$ cat config.mk
export PLATFORM = sky130hd
export DESIGN_NAME = if_stage_flat
export DESIGN_NICKNAME = d
export VERILOG_FILES = /design/src/rtl/if_stage_if.sv /design/src/rtl/if_stage.sv /design/src/flat_wrapper.sv
export SDC_FILE = /design/constraint.sdc
export NUM_CORES = 1
export LEC_CHECK = 0
export CAP_MARGIN = 20
export CORE_ASPECT_RATIO = 0.5
export CORE_UTILIZATION = 50
export CTS_CLUSTER_DIAMETER = 60
export DETAILED_ROUTE_END_ITERATION = 12
export GPL_ROUTABILITY_DRIVEN = 0
export PLACE_DENSITY = 0.85
export SLEW_MARGIN = 20
export SYNTH_ARGS = -nofsm -noshare
export SYNTH_HDL_FRONTEND = slang
export SYNTH_SLANG_ARGS = --single-unit
$ cat constraint.sdc
create_clock -name clk -period 7.2 [get_ports clk]
set_input_delay 0.72 -clock clk [delete_from_list [all_inputs] [get_ports clk]]
set_output_delay 0.72 -clock clk [all_outputs]
set_load 0.03 [all_outputs]
$ cat src/rtl/if_stage_if.sv
// if_stage_if: fetch-stage bus bundle.
// Carries the hazard/redirect controls, the instruction-memory port and the
// IF/ID pipeline register outputs.
// Optional macro IF_PERF_CNT_EN adds fetch_cnt/bubble_cnt.
interface if_stage_if #(
  parameter int ADDR_W = 32,
  parameter int DATA_W = 32
);
  logic              stall;
  logic              redirect_valid;
  logic [ADDR_W-1:0] redirect_pc;
  logic [ADDR_W-1:0] imem_addr;
  logic [DATA_W-1:0] imem_inst;
  logic [ADDR_W-1:0] id_pc;
  logic [ADDR_W-1:0] id_pc_plus4;
  logic [DATA_W-1:0] id_inst;
  logic              id_valid;
  logic              halted;
`ifdef IF_PERF_CNT_EN
  logic [31:0]       fetch_cnt;
  logic [31:0]       bubble_cnt;
`endif

  // Fetch-stage side.
  modport master (
    input  stall, redirect_valid, redirect_pc, imem_inst,
    output imem_addr, id_pc, id_pc_plus4, id_inst, id_valid, halted
`ifdef IF_PERF_CNT_EN
    , output fetch_cnt, bubble_cnt
`endif
  );

  // Environment side: hazard unit, branch resolution, imem, decode.
  modport slave (
    output stall, redirect_valid, redirect_pc, imem_inst,
    input  imem_addr, id_pc, id_pc_plus4, id_inst, id_valid, halted
`ifdef IF_PERF_CNT_EN
    , input fetch_cnt, bubble_cnt
`endif
  );
endinterface

$ cat src/rtl/if_stage.sv
// if_stage: MIPS instruction-fetch stage.
// Owns the PC, drives the combinational imem address and loads the IF/ID
// register. Redirect beats stall beats normal fetch; a HALT_INST word parks
// fetch until a redirect.
// Optional macro IF_PERF_CNT_EN adds fetch/bubble counters.
module if_stage #(
  parameter int                ADDR_W    = 32,
  parameter int                DATA_W    = 32,
  parameter logic [ADDR_W-1:0] RESET_PC  = '0,
  parameter logic [DATA_W-1:0] HALT_INST = DATA_W'(32'hFC00_0000),
  parameter logic [DATA_W-1:0] NOP_INST  = '0
) (
  input logic       clk,
  input logic       rst,
  if_stage_if.master bus
);

  typedef enum logic [1:0] {BOOT, RUN, HALT} state_t;

  state_t            state, state_nxt;
  logic [ADDR_W-1:0] pc_q, pc_nxt;
  logic [ADDR_W-1:0] id_pc_q, id_pc_plus4_q;
  logic [DATA_W-1:0] id_inst_q;
  logic              id_valid_q;
  logic              do_load;
  logic              do_bubble;
  logic [ADDR_W-1:0] redirect_aligned;
  logic [ADDR_W-1:0] pc_plus4;
  logic [1:0]        unused_redirect_lo;

  assign redirect_aligned   = {bus.redirect_pc[ADDR_W-1:2], 2'b00};
  assign unused_redirect_lo = bus.redirect_pc[1:0];
  assign pc_plus4           = pc_q + ADDR_W'(4);

  // Next state, next PC and which IF/ID update (load, bubble or hold).
  always_comb begin
    state_nxt = state;
    pc_nxt    = pc_q;
    do_load   = 1'b0;
    do_bubble = 1'b0;
    case (state)
      BOOT: begin
        state_nxt = RUN;
        do_bubble = 1'b1;
        if (bus.redirect_valid) pc_nxt = redirect_aligned;
      end
      RUN, HALT: begin
        if (bus.redirect_valid) begin
          state_nxt = RUN;
          pc_nxt    = redirect_aligned;
          do_bubble = 1'b1;
        end else if (bus.stall) begin
          // hold everything
        end else if (state == HALT) begin
          do_bubble = 1'b1;
        end else if (bus.imem_inst == HALT_INST) begin
          state_nxt = HALT;
          do_bubble = 1'b1;
        end else begin
          pc_nxt  = pc_plus4;
          do_load = 1'b1;
        end
      end
      default: state_nxt = BOOT;
    endcase
  end

  // State and PC registers.
  always_ff @(posedge clk or posedge rst) begin
    if (rst) begin
      state <= BOOT;
      pc_q  <= RESET_PC;
    end else begin
      state <= state_nxt;
      pc_q  <= pc_nxt;
    end
  end

  // IF/ID pipeline register.
  always_ff @(posedge clk or posedge rst) begin
    if (rst) begin
      id_pc_q       <= '0;
      id_pc_plus4_q <= '0;
      id_inst_q     <= NOP_INST;
      id_valid_q    <= 1'b0;
    end else if (do_load) begin
      id_pc_q       <= pc_q;
      id_pc_plus4_q <= pc_plus4;
      id_inst_q     <= bus.imem_inst;
      id_valid_q    <= 1'b1;
    end else if (do_bubble) begin
      id_pc_q       <= '0;
      id_pc_plus4_q <= '0;
      id_inst_q     <= NOP_INST;
      id_valid_q    <= 1'b0;
    end
  end

  assign bus.imem_addr   = pc_q;
  assign bus.id_pc       = id_pc_q;
  assign bus.id_pc_plus4 = id_pc_plus4_q;
  assign bus.id_inst     = id_inst_q;
  assign bus.id_valid    = id_valid_q;
  assign bus.halted      = (state == HALT);

`ifdef IF_PERF_CNT_EN
  logic [31:0] fetch_cnt_q, bubble_cnt_q;

  // Count IF/ID loads of real instructions and of bubbles; stalls count neither.
  always_ff @(posedge clk or posedge rst) begin
    if (rst) begin
      fetch_cnt_q  <= '0;
      bubble_cnt_q <= '0;
    end else begin
      if (do_load)   fetch_cnt_q  <= fetch_cnt_q + 32'd1;
      if (do_bubble) bubble_cnt_q <= bubble_cnt_q + 32'd1;
    end
  end

  assign bus.fetch_cnt  = fetch_cnt_q;
  assign bus.bubble_cnt = bubble_cnt_q;
`endif

endmodule

$ cat src/flat_wrapper.sv
// flat-port wrapper written by rule: the top's interface ports become plain ports
module if_stage_flat 
#(
  parameter int                ADDR_W    = 32,
  parameter int                DATA_W    = 32,
  parameter logic [ADDR_W-1:0] RESET_PC  = '0,
  parameter logic [DATA_W-1:0] HALT_INST = DATA_W'(32'hFC00_0000),
  parameter logic [DATA_W-1:0] NOP_INST  = '0
)
  (clk, rst, bus_stall, bus_redirect_valid, bus_redirect_pc, bus_imem_inst, bus_imem_addr, bus_id_pc, bus_id_pc_plus4, bus_id_inst, bus_id_valid, bus_halted);
  if_stage_if #(.ADDR_W(ADDR_W), .DATA_W(DATA_W)) bus_i ();
  input logic clk;
  input logic rst;
  input wire logic [$bits(bus_i.stall)-1:0] bus_stall;
  input wire logic [$bits(bus_i.redirect_valid)-1:0] bus_redirect_valid;
  input wire logic [$bits(bus_i.redirect_pc)-1:0] bus_redirect_pc;
  input wire logic [$bits(bus_i.imem_inst)-1:0] bus_imem_inst;
  output wire logic [$bits(bus_i.imem_addr)-1:0] bus_imem_addr;
  output wire logic [$bits(bus_i.id_pc)-1:0] bus_id_pc;
  output wire logic [$bits(bus_i.id_pc_plus4)-1:0] bus_id_pc_plus4;
  output wire logic [$bits(bus_i.id_inst)-1:0] bus_id_inst;
  output wire logic [$bits(bus_i.id_valid)-1:0] bus_id_valid;
  output wire logic [$bits(bus_i.halted)-1:0] bus_halted;
  assign bus_i.stall = bus_stall;
  assign bus_i.redirect_valid = bus_redirect_valid;
  assign bus_i.redirect_pc = bus_redirect_pc;
  assign bus_i.imem_inst = bus_imem_inst;
  assign bus_imem_addr = bus_i.imem_addr;
  assign bus_id_pc = bus_i.id_pc;
  assign bus_id_pc_plus4 = bus_i.id_pc_plus4;
  assign bus_id_inst = bus_i.id_inst;
  assign bus_id_valid = bus_i.id_valid;
  assign bus_halted = bus_i.halted;
  if_stage #(.ADDR_W(ADDR_W), .DATA_W(DATA_W), .RESET_PC(RESET_PC), .HALT_INST(HALT_INST), .NOP_INST(NOP_INST)) u_core (.clk(clk), .rst(rst), .bus(bus_i));
endmodule
== After elaboration in Yosys (flattened, before gate mapping) ==
Index checks and enable logic that the tools add are counted.
Widths: inputs -> output; s select.

* Register bits after elaboration: 131
* Bits in latches: 0
* RAM bits: 0
* Memory bits (read-only): 0
* Bits of input ports: 68
* Output and inout port bits: 130
* Word-level logic and storage cells: 48
* Memories: 0

* Add/sub/neg operators: 1
* Multipliers: 0
* Div/mod/pow operators: 0
* Magnitude comparators: 0
* Equality and inequality tests: 8
* Shifts and indexed selects: 0
* Mux-type cells: 27
* Bitwise gates (word level): 0
* Reductions and logical operators: 6

{| class="wikitable"
|+ Operators with widths
! operator !! count
|-
| $mux 32 || 9
|-
| $pmux 32 s2 || 1
|-
| $add 32x3->32 const B || 1
|-
| $eq 32x32->1 const B || 1
|-
| $mux 1 || 11
|-
| $ne 3x3->1 const B || 3
|-
| $mux 2 || 4
|-
| $reduce_and 5->1 || 1
|-
| $pmux 2 s2 || 1
|-
| $reduce_bool 2->1 || 2
|-
| $ne 3x2->1 const B || 1
|-
| $reduce_and 3->1 || 1
|-
| $eq 2x1->1 const B || 1
|-
| $eq 2x2->1 const B || 1
|-
| $logic_not 2->1 || 1
|-
| $ne 2x2->1 const B || 1
|-
| $pmux 1 s2 || 1
|-
| $reduce_or 2->1 || 1
|}

== Depth between registers and ports, before layout ==
* Word-level depth: 8
* Gate-level depth with buffers: 9

== Least setup slack after synthesis ==
No wires, ideal clock.

* Path type: input-to-reg
* Start point: input bus_imem_inst[16]
* End point: register u_core.id_inst_q[10], in the netlist u_core.bus.id_inst[10]
* Setup time: 121 ps
* Arrival: 2158 ps
* Required time: 7079 ps
* Setup slack: 4921 ps
* Stages on the path: 6
* Buffers on the path: 2
* Cells stage by stage: nor4_1 -> nand4_2 -> o211a_1 -> buf_2 -> buf_2 -> a22o_1

* Word-level cells in the longest chain between the ends: 7
* Elaborated cells between the ends (all ways): 13
* Those cells by class: eq/ne: 1; mux: 11; reduce/logical: 1

{| class="wikitable"
|+ RTL lines
! element !! RTL line !! source
|-
| from (decl) || flat_wrapper.sv:17 || <nowiki>input wire logic [$bits(bus_i.imem_inst)-1:0] bus_imem_inst;</nowiki>
|-
| $eq 32x32->1 (*) || if_stage.sv:56 || <nowiki>end else if (bus.imem_inst == HALT_INST) begin</nowiki>
|-
| $mux 1 || if_stage.sv:56 ||
|-
| $mux 1 || if_stage.sv:54 || <nowiki>end else if (state == HALT) begin</nowiki>
|-
| $mux 1 || if_stage.sv:52 || <nowiki>end else if (bus.stall) begin</nowiki>
|-
| $mux 1 || if_stage.sv:48 || <nowiki>if (bus.redirect_valid) begin</nowiki>
|-
| $pmux 1 s2 / $mux 1 (equally long branches) || if_stage.sv:41 || <nowiki>case (state)</nowiki>
|-
| $reduce_bool 2->1 (no source line) / $mux 32 (equally long branches) || -- ||
|-
| to (signal assigned) || if_stage.sv:89 || <nowiki>id_inst_q <= bus.imem_inst;</nowiki>
|-
| to (decl) || if_stage.sv:23 || <nowiki>logic [DATA_W-1:0] id_inst_q;</nowiki>
|}

Every way passes the cells marked *; elsewhere a longest branch is shown, timed or not.
A chain may end at the register's enable or synchronous reset.

== Worst setup path after layout ==
* Start point: input bus_imem_inst[1]
* End point: register u_core.id_pc_q[26], in the netlist u_core.bus.id_pc[26]

* Word-level cells in the longest chain between the ends: 7
* Elaborated cells between the ends (all ways): 13
* Those cells by class: eq/ne: 1; mux: 11; reduce/logical: 1

{| class="wikitable"
|+ RTL lines
! element !! RTL line !! source
|-
| $eq 32x32->1 (*) || if_stage.sv:56 ||
|-
| $mux 1 || if_stage.sv:56 ||
|-
| $mux 1 || if_stage.sv:54 ||
|-
| $mux 1 || if_stage.sv:52 ||
|-
| $mux 1 || if_stage.sv:48 ||
|-
| $pmux 1 s2 / $mux 1 (equally long branches) || if_stage.sv:41 ||
|-
| $reduce_bool 2->1 (no source line) / $mux 32 (equally long branches) || -- ||
|-
| to (signal assigned) || if_stage.sv:87 || <nowiki>id_pc_q <= pc_q;</nowiki>
|-
| to (decl) || if_stage.sv:22 || <nowiki>logic [ADDR_W-1:0] id_pc_q, id_pc_plus4_q;</nowiki>
|}

Marked as above.

==> out/qor.csv <==
stage,metric,value,unit
yosys,synthDominantAreaCellType,sky130_fd_sc_hd__dfrtp_1,
timing,max-slew-margin-rel,32.60,%
worst_setup_path,critical_path_cell_count,8,
worst_setup_path,setup.worst_path.start,bus_imem_inst[1],
clock_network,clock-root-buffer,sky130_fd_sc_hd__clkbuf_16,
yosys,mappedNetlistArea,6208,um2
worst_setup_path,worst-endpoint-required,7.54,ns
clock_network,clock-sinks,125,
timing,worst_margin_slew,1.009,ns
route,wl,18090,um
route,detail_route.first_pass.iterations,5,
layout,multi_input_comb_area,2744,um2
yosys,yosysTopAreaCellShare,50.38,%
worst_setup_path,timing.critical_path.slowest_stage_cell,sky130_fd_sc_hd__a21oi_4,
timing,setup_ws,2.892,ns
worst_setup_path,reg2regPathDepth,9,
worst_setup_path,timing.rr.end,u_core.bus.id_pc[26]$_DFFE_PP0P_,
worst_setup_path,cp_slowest_stage_delay,0.79,ns
floorplanning,start_util,51.97,%
pwr,p_per_area,491.3,nW/um2
clock_network,cts_hold_repair.buffers,0,
clock_network,clock_tree_from_tritoncts,yes,
timing,rsz_0062_raised_after_global_routing,no,
layout,fill_cells,830,
yosys,yosys-top-cells-count,"sky130_fd_sc_hd__dfrtp_1 (125), sky130_fd_sc_hd__a22o_1 (92), sky130_fd_sc_hd__nand3_1 (33)",
route,postRouteAntennaNets,0,
floorplanning,design.core.area,11950,um2
route,drt_iter0_markers,589,
clock_network,htree_num_levels,4,
place,dp.final_hpwl,11510,um
layout,final-instance-count-excl-fill,907,
worst_setup_path,r2r_setup_slack,3.48,ns
timing,max_freq,0.2321,GHz
grt,grt_pass1_vias,5346,
layout,finish.net_count,801,
yosys,synth_most_common_cell,sky130_fd_sc_hd__dfrtp_1,
place,preCtsSetupSlack,2.365,ns
yosys,synthesis.instances,570,
worst_setup_path,cp_top_family,compound AO/OA/AOI/OAI gates,
worst_setup_path,crit_fanout,62,
outcome,outcome,"finished, final reports clean",
floorplanning,ioPinCount,198,
layout,final_core_util,72.87,%
place,numPortBuffers,189,
floorplanning,dieArea,12890,um2
clock_network,cts_inserted_buffers,17,
yosys,async_set_reset_flop_share_out_of_synthesis,100.0,%
route,detail_route.drc_violations,0,
layout,antenna_cells_inserted,0,
pwr,total_power,0.004277,W
worst_setup_path,startpoint_type,input pin,
clock_network,post_cts.resized_instances,0,
timing,setup_viol_count_final,0,
yosys,count_of_flip_flops_with_a_built_in_enable_after_synthesis,0,
clock_network,clk_pin_slew,0.06,ns
worst_setup_path,critical_path_buf_inv_count,3,
pwr,p_leak,3.656,nW
clock_network,clock_path_buffers,2,
grt,grt_first_pass_wirelength,28490,um
timing,totalNegativeSetupSlack,0,ns
yosys,yosysWarningCount,0,
yosys,ys.flop_type,sky130_fd_sc_hd__dfrtp_1,
floorplanning,fp.dieH,80.80,um
yosys,post_synth_main_area_contributors,"sky130_fd_sc_hd__dfrtp_1 (50%), sky130_fd_sc_hd__a22o_1 (13%), sky130_fd_sc_hd__xnor2_1 (3.0%)",
route,detail_route.wl_per_cell,19.94,um
timing,finalHoldViolCount,0,
clock_network,postCtsSetupRepairBufs,0,
floorplanning,floorplan.die.width,159.6,um
layout,layout-drive-gt1-share,8.625,%
clock_network,clock_latency,0.41,ns
grt,grt_antenna_before_repair,0,
grt,groute.usage.overall,28.44,%
grt,pin_count_of_the_biggest_net_entering_global_routing,95,
timing,worst_clock_skew,0.007607,ns
route,num_vias,5599,
worst_hold_path,min-delay-start,u_core.bus.id_valid$_DFFE_PP0P_,
yosys,ys_types,64,
grt,overflow,0,
flow_run,max-cap-violations,0,
yosys,synth_sequential_area_ratio,50.38,%
worst_setup_path,crit_type,in2reg,
layout,final-seq-area,3128,um2
timing,layout_min_cycle_time,4.308,ns
worst_setup_path,crit_path_end_kind,register,
yosys,ys_seq_elements,125,
route,route.detailed.vias_per_inst,6.173,
worst_setup_path,critical_path.reg2reg.startpoint,u_core.state[0]$_DFFE_PP0P_,
worst_setup_path,endpoint,u_core.bus.id_pc[26]$_DFFE_PP0P_,
worst_hold_path,hp_class,reg2reg,
timing,post-route-period-util,59.84,%
yosys,avgSynthCellArea,10.89,um2
place,placed_cells,873,
worst_setup_path,worst-endpoint-arrival,4.65,ns
timing,maxSlewViolCount,0,
pwr,ir_worst_vdd,0.0002119,V
layout,layout-area-overhead-vs-synth,40.23,%
floorplanning,core.rowCount,28,
worst_setup_path,sequence_of_cells_on_the_critical_path,"clkdlybuf4s50_1, nor4_1, nand4_2, o211a_4, buf_16, a21oi_4, buf_4, a22o_1",
layer usage:
layer  vias to the layer above  GRT usage [%]  wire length [um]
li1                       2474              -                 -
met1                      2764          37.93              7815
met2                       315          45.37              8393
met3                        46          7.406              1527
met4                         0          10.48               351
met5                         -              0                 0
layout make-up:
type                    count  share of cell area [%]
clock buffers              22                   5.447
clock inverters            10                   1.581
inverters                   9                  0.4455
multi-input cells         381                   31.52
flip-flops and latches    125                   35.93
well taps                 165                   2.371
repair buffers            195                   22.71
power by group:
group          internal [W]  switching, W  leakage, nW  total, W
registers          0.000980      0.000347         1.62   0.00133
clock network      0.000571      0.000318        0.296  0.000889
logic              0.000858       0.00120         1.74   0.00206
cell usage in the layout (no fill, tap or decap), drive strengths merged, types with 6 or more instances in the layout:
master         Yosys  layout
nand2             24      24
o21ai             13      13
nor3              18      18
clkbuf            21      22
or4                8       8
or3                7       7
conb               1       6
buf               39       6
a211oi             6       6
inv                9       9
dfrtp            125     125
nor2              29      29
a2bb2oi            6       6
a22o              92      92
o22ai              6       6
a21oi             18      18
and3              11      11
o211ai            11      11
xor2               6       6
nor4              11      11
nand3             34      34
clkdlybuf4s50      0     189
xnor2             21      21
nand4             11      11
sequential cells by signal, indices dropped and copies added (netlist names):
signal	count
u_core.bus.id_inst	32
u_core.bus.id_pc	30
u_core.bus.id_pc_plus4	30
u_core.bus.imem_addr	30
u_core.state	2
u_core.bus.id_valid	1
kinds of logic (layout without fill, tap and decap cells):
family                     count (synthesis)  count (layout)  synth area share (%)
AOI/OAI and AO/OA                        176             176                 22.73
and+or+nand+nor                          164             164                 15.48
DFF                                      125             125                 50.38
buffers and inverters                     69             236                 6.066
xor gates and xnor gates                  27              27                 3.809
adders and majority gates                  4               4                0.8062
muxes                                      4               4                0.6651
other                                      1               6               0.06040
per-stage QoR:
stage	instance area (um2)	hold WS, ns
2_1_floorplan	6227	0.5428
3_3_place_gp	8039	0.4620
3_5_place_dp	8039	0.4745
4_1_cts	8651	0.4869
5_1_grt	8706	0.5010
6_report	8706	0.4844
worst min path at each step:
stage / endpoint / cells past startpoint
global placement: u_core.bus.id_valid$_DFFE_PP0P_ / 1
global route: u_core.bus.id_valid$_DFFE_PP0P_ / 1
detailed placement: u_core.bus.id_valid$_DFFE_PP0P_ / 1
finish: u_core.bus.id_valid$_DFFE_PP0P_ / 1
CTS: u_core.bus.id_valid$_DFFE_PP0P_ / 1
floorplan: u_core.state[0]$_DFFE_PP0P_ / 2
(Power assumes the default switching activity.)
